## src/rtl/la_iopwrseq.sv

```systemverilog
// la_iopwrseq: brings N io-ring supply domains up in order and down in reverse order, each qualified by its power-good.
// Build option LA_IOPWRSEQ_SYNC_EN places a 2-flop synchroniser on every pgood bit.
module la_iopwrseq #(
    parameter int N       = 3,
    parameter int SETTLE  = 4,
    parameter int TIMEOUT = 16,
    parameter int GAP     = 2
) (
    input  logic         clk,
    input  logic         nreset,
    input  logic         req,
    input  logic [N-1:0] pgood,
    output logic [N-1:0] en,
    output logic         ack,
    output logic         fault
);
    localparam int IW   = (N > 1) ? $clog2(N) : 1;
    localparam int CMAX = (SETTLE > TIMEOUT) ? ((SETTLE > GAP) ? SETTLE : GAP)
                                             : ((TIMEOUT > GAP) ? TIMEOUT : GAP);
    localparam int CW   = $clog2(CMAX + 1);

    localparam logic [CW-1:0] SETTLE_LAST  = CW'(SETTLE - 1);
    localparam logic [CW-1:0] TIMEOUT_LAST = CW'(TIMEOUT - 1);
    localparam logic [CW-1:0] GAP_END      = CW'(GAP);
    localparam logic [CW-1:0] CNT_ZERO     = {CW{1'b0}};
    localparam logic [IW-1:0] IDX_LAST     = IW'(N - 1);
    localparam logic [IW-1:0] IDX_ONE      = IW'(1);
    localparam logic [IW-1:0] IDX_ZERO     = {IW{1'b0}};

    typedef enum logic [2:0] {
        ST_OFF   = 3'd0,
        ST_UP    = 3'd1,
        ST_ON    = 3'd2,
        ST_DOWN  = 3'd3,
        ST_FAULT = 3'd4
    } state_t;

    state_t        state_q, state_d;
    logic [IW-1:0] idx_q, idx_d;
    logic [CW-1:0] scnt_q, scnt_d;
    logic [CW-1:0] tcnt_q, tcnt_d;
    logic [N-1:0]  en_q, en_d;
    logic          ack_q, ack_d;
    logic          fault_q, fault_d;
    logic [N-1:0]  pg;
    logic          lost_s, settle_s, timeout_s;

    function automatic logic [CW-1:0] sat_inc(input logic [CW-1:0] v);
        return (v == {CW{1'b1}}) ? v : v + CW'(1);
    endfunction

`ifdef LA_IOPWRSEQ_SYNC_EN
    logic [N-1:0] sync1_q, sync2_q;

    // Two-stage synchroniser for the asynchronous power-good detectors
    always_ff @(posedge clk or negedge nreset) begin
        if (!nreset) begin
            sync1_q <= {N{1'b0}};
            sync2_q <= {N{1'b0}};
        end else begin
            sync1_q <= pgood;
            sync2_q <= sync1_q;
        end
    end

    assign pg = sync2_q;
`else
    assign pg = pgood;
`endif

    // Sequencer next-state: fault beats abort/down, which beats normal progress
    always_comb begin
        lost_s = 1'b0;
        for (int j = 0; j < N; j++) begin
            lost_s = lost_s | ((j < int'(idx_q)) & ~pg[j]);
        end
        settle_s  = pg[idx_q] && (scnt_q >= SETTLE_LAST);
        timeout_s = !settle_s && (tcnt_q >= TIMEOUT_LAST);

        state_d = state_q;
        idx_d   = idx_q;
        scnt_d  = scnt_q;
        tcnt_d  = tcnt_q;
        en_d    = en_q;

        case (state_q)
            ST_OFF: begin
                en_d   = {N{1'b0}};
                idx_d  = IDX_ZERO;
                scnt_d = CNT_ZERO;
                tcnt_d = CNT_ZERO;
                if (req) begin
                    state_d = ST_UP;
                    en_d[0] = 1'b1;
                end else begin
                    state_d = ST_OFF;
                end
            end
            ST_UP: begin
                if (lost_s || timeout_s) begin
                    state_d = ST_FAULT;
                    en_d    = {N{1'b0}};
                    scnt_d  = CNT_ZERO;
                    tcnt_d  = CNT_ZERO;
                end else if (!req) begin
                    state_d     = ST_DOWN;
                    en_d[idx_q] = 1'b0;
                    scnt_d      = CNT_ZERO;
                    tcnt_d      = CNT_ZERO;
                end else if (settle_s) begin
                    scnt_d = CNT_ZERO;
                    tcnt_d = CNT_ZERO;
                    if (idx_q == IDX_LAST) begin
                        state_d = ST_ON;
                    end else begin
                        idx_d                 = idx_q + IDX_ONE;
                        en_d[idx_q + IDX_ONE] = 1'b1;
                    end
                end else begin
                    tcnt_d = sat_inc(tcnt_q);
                    scnt_d = pg[idx_q] ? sat_inc(scnt_q) : CNT_ZERO;
                end
            end
            ST_ON: begin
                if (!(&pg)) begin
                    state_d = ST_FAULT;
                    en_d    = {N{1'b0}};
                end else if (!req) begin
                    state_d        = ST_DOWN;
                    idx_d          = IDX_LAST;
                    en_d[IDX_LAST] = 1'b0;
                    scnt_d         = CNT_ZERO;
                end else begin
                    state_d = ST_ON;
                end
            end
            ST_DOWN: begin
                // scnt doubles as the post-drop gap timer; pg is deliberately ignored here
                if (scnt_q >= GAP_END) begin
                    scnt_d = CNT_ZERO;
                    if (idx_q == IDX_ZERO) begin
                        state_d = ST_OFF;
                    end else begin
                        idx_d                 = idx_q - IDX_ONE;
                        en_d[idx_q - IDX_ONE] = 1'b0;
                    end
                end else begin
                    scnt_d = sat_inc(scnt_q);
                end
            end
            ST_FAULT: begin
                en_d   = {N{1'b0}};
                scnt_d = CNT_ZERO;
                tcnt_d = CNT_ZERO;
                if (!req) begin
                    state_d = ST_OFF;
                    idx_d   = IDX_ZERO;
                end else begin
                    state_d = ST_FAULT;
                end
            end
            default: begin
                state_d = ST_OFF;
                idx_d   = IDX_ZERO;
                scnt_d  = CNT_ZERO;
                tcnt_d  = CNT_ZERO;
                en_d    = {N{1'b0}};
            end
        endcase

        ack_d   = (state_d == ST_ON);
        fault_d = (state_d == ST_FAULT);
    end

    // Sequencer state and registered outputs
    always_ff @(posedge clk or negedge nreset) begin
        if (!nreset) begin
            state_q <= ST_OFF;
            idx_q   <= IDX_ZERO;
            scnt_q  <= CNT_ZERO;
            tcnt_q  <= CNT_ZERO;
            en_q    <= {N{1'b0}};
            ack_q   <= 1'b0;
            fault_q <= 1'b0;
        end else begin
            state_q <= state_d;
            idx_q   <= idx_d;
            scnt_q  <= scnt_d;
            tcnt_q  <= tcnt_d;
            en_q    <= en_d;
            ack_q   <= ack_d;
            fault_q <= fault_d;
        end
    end

    assign en    = en_q;
    assign ack   = ack_q;
    assign fault = fault_q;

endmodule

```

## config.mk

```make
export PLATFORM = sky130hd
export DESIGN_NAME = la_iopwrseq
export DESIGN_NICKNAME = d
export VERILOG_FILES = /design/src/rtl/la_iopwrseq.sv
export SDC_FILE = /design/constraint.sdc
export NUM_CORES = 1
export LEC_CHECK = 0
export BUFFER_PORTS_ARGS = -buffer_cell sky130_fd_sc_hd__buf_2
export CAP_MARGIN = 15
export CELL_PAD_IN_SITES_DETAIL_PLACEMENT = 1
export CELL_PAD_IN_SITES_GLOBAL_PLACEMENT = 1
export CORE_ASPECT_RATIO = 2
export CORE_MARGIN = 2
export CORE_UTILIZATION = 35
export CTS_CLUSTER_SIZE = 12
export DETAILED_ROUTE_END_ITERATION = 12
export GPL_TIMING_DRIVEN = 1
export PLACE_DENSITY_LB_ADDON = 0.1
export SETUP_SLACK_MARGIN = 0.3
export SYNTH_ARGS = -nofsm -noshare
export SYNTH_HDL_FRONTEND = slang
export SYNTH_SLANG_ARGS = --single-unit
```

## constraint.sdc

```tcl
create_clock -name clk -period 4.3 [get_ports clk]
set_input_delay 0.43 -clock clk [delete_from_list [all_inputs] [get_ports clk]]
set_output_delay 0.43 -clock clk [all_outputs]
set_load 0.005 [all_outputs]
```

==> results.sh, run 1 <==
export IMPL_status="completed"
export IMPL_antenna_cells=0
export IMPL_hold_violations=0
export IMPL_yosys_area_top_type="dfrtp_1"
export IMPL_grt_usage=0.198
export IMPL_setup_slack_ps=1960
export IMPL_worstPathArrival_ps=2490
export IMPL_cts_tree="done"
export IMPL_tns_ps=0
export IMPL_die_h_um=95.2
export IMPL_synth_distinct_cells=43
export IMPL_cpMostUsedCell="mux2_2"
export IMPL_io_buffers=10
export IMPL_finalSetupViolCount=0
export IMPL_cts_hold_fix_buffers=0
export IMPL_hold_class="in2async"
export IMPL_htreeDepth=1
export IMPL_cts_root_buffer="clkbuf_8"
export IMPL_antenna_found_initial=0
export IMPL_tightest_slew_ps=593
export IMPL_dp_hpwl_um=3330
export IMPL_worstSetupEndpointType="flop"
export IMPL_grt_pass1_vias=1462
export IMPL_area_growth_pct=9.38
export IMPL_synth_edf_count=0
export IMPL_cp_required_ps=4450
export IMPL_crit_type="reg2reg"
export IMPL_drt_iter0_markers=24
export IMPL_yosysTopAreaCellShare=0.344
export IMPL_max_freq_mhz=428
export IMPL_yosys_top_cells_area="dfrtp_1, ha_1, o21ai_0"
export IMPL_avgSynthCellArea_um2=8.71
export IMPL_crit_buf_inv=1
export IMPL_relSlewSlack=0.604
export IMPL_placed_cells=224
export IMPL_fillers=514
export IMPL_path_max_fanout=8
export IMPL_final_cell_area_um2=1590
export IMPL_start_util=0.359
export IMPL_synth_common_cells="dfrtp_1, nand2_1, o21ai_0, a21oi_1, ha_1"
export IMPL_slowest_stage="dfrtp_1"
export IMPL_ir_drop_mv=0.233
export IMPL_slowest_delay_ps=510
export IMPL_fin_crit_sh=0.544
export IMPL_viasPerCell=5.96
export IMPL_rsz0062_at_grt="false"
export IMPL_dp_slack_ps=1960
export IMPL_crit_chain="inv_1, ha_1, mux2_2, a22oi_1, o22ai_1, a211oi_1, mux2_2"
export IMPL_cts_resized=0
export IMPL_die_w_um=49.6
export IMPL_cts_sinks=20
export IMPL_num_rows=33
export IMPL_multiInputGateArea_um2=900
export IMPL_drv_cap=0
export IMPL_post_route_util=0.393
export IMPL_async_flop_share=1.00
export IMPL_firstDrtPassIters=4
export IMPL_fin_cells=227
export IMPL_startpoint_type="flop"
export IMPL_antenna_left=0
export IMPL_clockBufferDepth=2
export IMPL_grt_pass1_wl_um=7020
export IMPL_num_vias=1353
export IMPL_syn_area_um2=1450
export IMPL_wl_per_cell_um=18.6
export IMPL_synth_seq_cells=20
export IMPL_crit_family="multiplexers"
export IMPL_grt_start_max_net_pins=21
export IMPL_core_um2=4050
export IMPL_post_cts_buffers=0
export IMPL_whs_ps=112
export IMPL_slew_viol_final=0
export IMPL_min_period_ps=2340
export IMPL_fin_skew_ps=6.24
export IMPL_tritoncts_num_buffers=3
export IMPL_place_area_um2=1550
export IMPL_wl_um=4210
export IMPL_synthFlopType="dfrtp_1"
export IMPL_clk_latency_ps=260
export IMPL_syn_num_nets=183
export IMPL_fin_nets=193
export IMPL_total_power_mw=0.891
export IMPL_synth_warnings=0
export IMPL_leakagePower_nw=0.691
export IMPL_ys_seq_area_frac=0.344
export IMPL_grt_overflow_total=0
export IMPL_syn_inst=167
export IMPL_drc=0
export IMPL_clkTransAtPathRegs_ps=80
export IMPL_power_density_nw_per_um2=560
export IMPL_drive_gt1_frac=0.126
export IMPL_boundaryPins=11
export IMPL_die_area_um2=4720
export IMPL_seqCellArea_um2=500
export IMPL_gp_congestion=0.808
-- path summary, 6_finish.rpt --
kind | start | end | slack (ps) | cells after the start
setup / recovery | idx_q[0] | idx_q[1] | 1960 | 7
hold / removal | nreset | idx_q[0] | 110 | 1
setup reg to reg | idx_q[0] | idx_q[1] | 1960 | 7
hold reg to reg | tcnt_q[3] | tcnt_q[3] | 560 | 2
max in group asynchronous | nreset | state_q[1] | 3850 | 1
min in group clk | tcnt_q[3] | tcnt_q[3] | 560 | 2
-- logic make-up (layout without fill, tap and decap cells) --
| kind of cell | count (synthesis) | count (layout) | synth area share |
|---|---|---|---|
| XOR/XNOR | 1 | 1 | 0.00603 |
| AND/OR/NAND/NOR | 62 | 62 | 0.223 |
| buffers and inverters | 14 | 22 | 0.0370 |
| adder cells (fa/ha/maj) | 10 | 10 | 0.0861 |
| flip-flops | 20 | 20 | 0.344 |
| AO/OA/AOI/OAI | 56 | 56 | 0.274 |
| multiplexers | 4 | 4 | 0.0301 |
-- layer usage --
layer  track usage  routed length, um  up-vias
li1              -                  -      639
met1         0.197               1520      673
met2         0.382               2400       24
met3        0.0188                 70       17
met4         0.116                221        0
met5             0                  0        -
-- flip-flops by register name (all words and copies together), names as in the netlist --
name	cells
scnt_q	5
tcnt_q	5
en	3
state_q	3
idx_q	2
ack	1
fault	1
-- final cells by class --
| cell class | instances | area share |
|---|---|---|
| multi-input cells | 133 | 0.566 |
| flip-flops and latches | 20 | 0.315 |
| well taps | 52 | 0.0409 |
| repair buffers | 10 | 0.0315 |
| clock buffers | 3 | 0.0260 |
| inverters | 9 | 0.0212 |
-- where the power goes --
| group | internal, mW | total, mW | switching [mW] | leakage [nW] |
|---|---|---|---|---|
| logic | 0.185 | 0.440 | 0.255 | 0.400 |
| registers | 0.237 | 0.328 | 0.0909 | 0.270 |
| clock network | 0.0624 | 0.123 | 0.0607 | 0.0216 |
-- layout by cell type (no fill, tap or decap), drive strengths merged, types with 4 or more instances in the layout --
cell / instances
o21ai: 17
nand2: 20
ha: 10
buf: 10
a31oi: 5
nor2: 7
nor2b: 5
nor3: 8
o211ai: 4
inv: 9
a21oi: 10
dfrtp: 20
(Power assumes the default switching activity.)
==> inputs of run 2 (changes only) <==
- clock period: 4.3 -> 2.4 ns (I/O delays scaled with it)
==> run 2 against run 1 <==
Effect of this change: fmax is 11% higher; clock skew is 1.6 ps higher; largest power group unchanged; utilization is 6.4 points higher; critical path depth is 2 lower; global-route usage is 1.1 points higher; worst setup slack worse by 1700 ps; clock-buffer cell count stayed put; final area is 16% higher.
==> results.sh, run 2 (synthesized netlist as in run 1, its figures left out) <==
export IMPL_grt_usage=0.208
export IMPL_antenna_cells=0
export IMPL_antenna_found_initial=0
export IMPL_whs_path_depth=3
export IMPL_firstDrtPassIters=6
export IMPL_power_density_nw_per_um2=1050
export IMPL_fin_cells=242
export IMPL_slowest_stage="dfrtp_1"
export IMPL_clk_latency_ps=270
export IMPL_io_buffers=10
export IMPL_die_area_um2=4720
export IMPL_tns_ps=0
export IMPL_reg_top3="scnt_q (5), tcnt_q (5)"
export IMPL_tritoncts_num_buffers=3
export IMPL_worstSetupEndpointType="flop"
export IMPL_boundaryPins=11
export IMPL_crit_start="state_q[0]"
export IMPL_wl_per_cell_um=19.3
export IMPL_grt_use_met1=0.187
export IMPL_hold_class="in2reg"
export IMPL_tightest_slew_ps=674
export IMPL_gr_usage_met2=0.429
export IMPL_leakagePower_nw=0.788
export IMPL_busiest_layer="met2"
export IMPL_fillers=502
export IMPL_hold_violations=0
export IMPL_rr_startpoint="state_q[0]"
export IMPL_fin_crit_sh=0.876
export IMPL_max_freq_mhz=476
export IMPL_ir_drop_mv=0.547
export IMPL_num_vias=1420
export IMPL_cts_sinks=20
export IMPL_path_max_fanout=9
export IMPL_crit_chain="nor2b_1, nand2_1, nor3_4, a211oi_4, mux2_4"
export IMPL_cp_required_ps=2550
export IMPL_setup_slack_ps=299
export IMPL_hold_start="req"
export IMPL_relSlewSlack=0.549
export IMPL_start_util=0.359
export IMPL_holdPathEnd="en[2]"
export IMPL_fin_skew_ps=7.86
export IMPL_regToRegSetupSlack_ps=300
export IMPL_crit_type="reg2reg"
export IMPL_drv_cap=0
export IMPL_cts_root_buffer="clkbuf_8"
export IMPL_viasPerCell=5.87
export IMPL_drt_iter0_markers=36
export IMPL_startpoint_type="flop"
export IMPL_num_rows=33
export IMPL_drc=0
export IMPL_grt_start_max_net_pins=21
export IMPL_slew_viol_final=0
export IMPL_final_common_cell="nand2_1"
export IMPL_min_period_ps=2100
export IMPL_status="completed"
export IMPL_clkTransAtPathRegs_ps=80
export IMPL_grt_pass1_wl_um=7370
export IMPL_met3_usage=0.0219
export IMPL_grt_pass1_vias=1507
export IMPL_drive_gt1_frac=0.316
export IMPL_mostFrequentLayoutCells="nand2_1, dfrtp_1, o21ai_0, buf_4, buf_2"
export IMPL_clockBufferDepth=2
export IMPL_dp_hpwl_um=3410
export IMPL_area_growth_pct=27.2
export IMPL_placed_cells=229
export IMPL_die_w_um=49.6
export IMPL_gp_congestion=0.811
export IMPL_slowest_delay_ps=550
export IMPL_rr_worst_depth=5
export IMPL_core_um2=4050
export IMPL_finalSetupViolCount=0
export IMPL_worstPathArrival_ps=2260
export IMPL_r2r_end="idx_q[1]"
export IMPL_htreeDepth=1
export IMPL_grt_overflow_total=0
export IMPL_fin_nets=208
export IMPL_rsz0062_at_grt="true"
export IMPL_total_power_mw=1.94
export IMPL_wl_um=4670
export IMPL_dp_slack_ps=141
export IMPL_die_h_um=95.2
export IMPL_cts_tree="done"
export IMPL_antenna_left=0
[run 2: worst max-delay path: cells and delay by family (launching register included)]
family / cells / cell delay, ps
AO/OA/AOI/OAI: 1 / 80
flip-flops: 1 / 550
multiplexers: 1 / 330
AND/OR/NAND/NOR: 3 / 1030
[run 2: report_power, final]
part           internal, mW  switching, mW  total (mW)
logic                 0.534          0.609        1.14
clock network         0.112          0.118       0.231
registers             0.428          0.141       0.569
[run 2: timing repair]
| action | CTS | global route |
|---|---|---|
| endpoints found under the setup margin | 16 | 18 |
| hold endpoints to repair | 20 | 0 |
| hold buffers | 1 | 0 |
| pin swaps | 3 | 8 |
| setup buffers | 2 | 7 |
| gates resized for setup | 14 | 24 |
| gates cloned | 0 | 0 |
[run 2: layout make-up]
| type | count | area (um2) | area share |
|---|---|---|---|
| inverter | 9 | 33.8 | 0.0183 |
| timing repair buffer | 25 | 169 | 0.0913 |
| clock buffer | 3 | 41.3 | 0.0223 |
| tap | 52 | 65.1 | 0.0352 |
| multi-input combinational | 133 | 1040 | 0.560 |
| sequential | 20 | 504 | 0.273 |
[run 2: metal layers]
layer	part of all wire	wire (um)
met5	0	0
met4	0.040	186
met3	0.011	50
met2	0.60	2790
met1	0.35	1650
[run 2: stage by stage]
step                utilization  cell area [um2]  hold slack, ps
floorplan                     -             1450           -55.6
finish                    0.457             1850             463
CTS                       0.417             1690             463
global placement          0.392             1590             227
detailed placement        0.392             1590             234
global route              0.457             1850             493
[run 2: how the worst max path moves through the flow]
stage                       endpoint  slack [ps]
after floorplan             idx_q[0]         330
after global placement      idx_q[1]         110
after detailed placement    idx_q[1]         140
after CTS                 state_q[2]         300
after global routing        idx_q[1]         230
final                       idx_q[1]         300
==> inputs of run 3 (changes only) <==
- CORE_UTILIZATION: 35 -> 45
- PLACE_DENSITY: not set -> 0.89
- PLACE_DENSITY_LB_ADDON: 0.1 -> not set
==> run 3 against run 2 <==
Effect of this change: clock-buffer cell count did not move; worst setup slack got worse by 24 ps; via count rose by 5.8%; non-clock buffer count rose by 3; combinational power rose by 4%; highest routed layer unchanged.
==> results.sh, run 3 (synthesized netlist as in run 1, its figures left out) <==
export IMPL_slowest_stage="dfrtp_2"
export IMPL_rr_startpoint="idx_q[1]"
export IMPL_clkTransAtPathRegs_ps=80
export IMPL_start_util=0.466
export IMPL_boundaryPins=11
export IMPL_mostFrequentLayoutCells="nand2_1, buf_4, dfrtp_1"
export IMPL_dp_slack_ps=-73.0
export IMPL_total_power_mw=2.10
export IMPL_drc=0
export IMPL_drv_cap=0
export IMPL_worstPathArrival_ps=2290
export IMPL_final_common_cell="nand2_1"
export IMPL_grt_pass1_vias=1610
export IMPL_setup_slack_ps=274
export IMPL_grt_usage=0.276
export IMPL_firstDrtPassIters=4
export IMPL_drt_iter0_markers=36
export IMPL_path_max_fanout=8
export IMPL_crit_chain="inv_2, ha_4, nor2_1, nor3_2, nand4_1, a211oi_2, mux2_2"
export IMPL_crit_type="reg2reg"
export IMPL_grt_overflow_total=0
export IMPL_wl_per_cell_um=23.0
export IMPL_num_rows=29
export IMPL_startpoint_type="flop"
export IMPL_area_growth_pct=28.9
export IMPL_crit_start="idx_q[1]"
export IMPL_min_period_ps=2130
export IMPL_antenna_cells=0
export IMPL_clockBufferDepth=2
export IMPL_antenna_found_initial=0
export IMPL_rsz0062_at_grt="true"
export IMPL_tightest_slew_ps=525
export IMPL_core_um2=3120
export IMPL_status="completed"
export IMPL_hold_violations=0
export IMPL_htreeDepth=1
export IMPL_slew_viol_final=0
export IMPL_leakagePower_nw=0.811
export IMPL_fin_nets=211
export IMPL_gp_congestion=0.890
export IMPL_cts_sinks=20
export IMPL_tritoncts_num_buffers=3
export IMPL_die_w_um=44.2
export IMPL_crit_buf_inv=1
export IMPL_wl_um=5170
export IMPL_clk_latency_ps=270
export IMPL_antenna_left=0
export IMPL_relSlewSlack=0.647
export IMPL_grt_start_max_net_pins=21
export IMPL_die_area_um2=3730
export IMPL_power_density_nw_per_um2=1120
export IMPL_grt_pass1_wl_um=7680
export IMPL_crit_family="flip-flops"
export IMPL_cts_root_buffer="clkbuf_8"
export IMPL_max_freq_mhz=470
export IMPL_worstSetupEndpointType="flop"
export IMPL_drive_gt1_frac=0.335
export IMPL_viasPerCell=6.68
export IMPL_place_area_um2=1550
export IMPL_cts_tree="done"
export IMPL_io_buffers=10
export IMPL_num_vias=1502
export IMPL_fin_crit_sh=0.886
export IMPL_dp_hpwl_um=3270
export IMPL_cp_required_ps=2560
export IMPL_final_cell_area_um2=1870
export IMPL_slowest_delay_ps=490
export IMPL_finalSetupViolCount=0
export IMPL_hold_class="in2async"
export IMPL_reg_top3="scnt_q (5), tcnt_q (5)"
export IMPL_ir_drop_mv=0.792
export IMPL_die_h_um=84.4
export IMPL_fin_skew_ps=1.38
==> run 3: per-layer routing <==
layer  part of all wire  vias up  GRT usage
li1                   -      675          -
met1               0.35      754      0.270
met2               0.56       50      0.515
met3              0.030       23     0.0258
met4              0.058        0      0.168
met5                  0        -          0
==> run 3: stage by stage <==
stage	TNS, ps	utilization	hold slack, ps	std cells
4_1_cts	0	0.559	461	215
3_5_place_dp	-182	0.495	231	206
3_3_place_gp	0	0.495	216	206
2_1_floorplan	0	-	-55.6	167
5_1_grt	0	0.601	493	225
6_report	0	0.601	449	225
==> run 3: power breakdown <==
part	internal (mW)	leakage (nW)	switching, mW
registers	0.430	0.264	0.146
logic	0.527	0.511	0.650
clock network	0.223	0.0357	0.128
==> run 3: path summary, 6_finish.rpt <==
path / slack [ps] / end / cells after the start
worst max register to register: 270 / idx_q[1] / 7
worst min register to register: 580 / tcnt_q[3] / 2
worst min-delay path: 450 / en[0] / 2
max in group asynchronous: 1600 / scnt_q[1] / 2
min in group clk: 460 / en[2] / 3
worst max-delay path: 270 / idx_q[1] / 7
==> run 3: layout make-up <==
cell class | instances | area [um2]
well taps | 31 | 38.8
flip-flops and latches | 20 | 505
multi-input cells | 133 | 1040
fillers | 368 | 1250
inverters | 9 | 33.8
clock buffers | 3 | 41.3
repair buffers | 28 | 188
clock inverters | 1 | 30.0
==> run 3: timing repair <==
action / in CTS / in global routing
pin swaps: 4 / 4
endpoints found under the setup margin: 14 / 18
resized for setup: 22 / 14
buffers inserted: 4 / 10
hold buffers: 1 / 0
endpoints found under the hold margin: 20 / 0
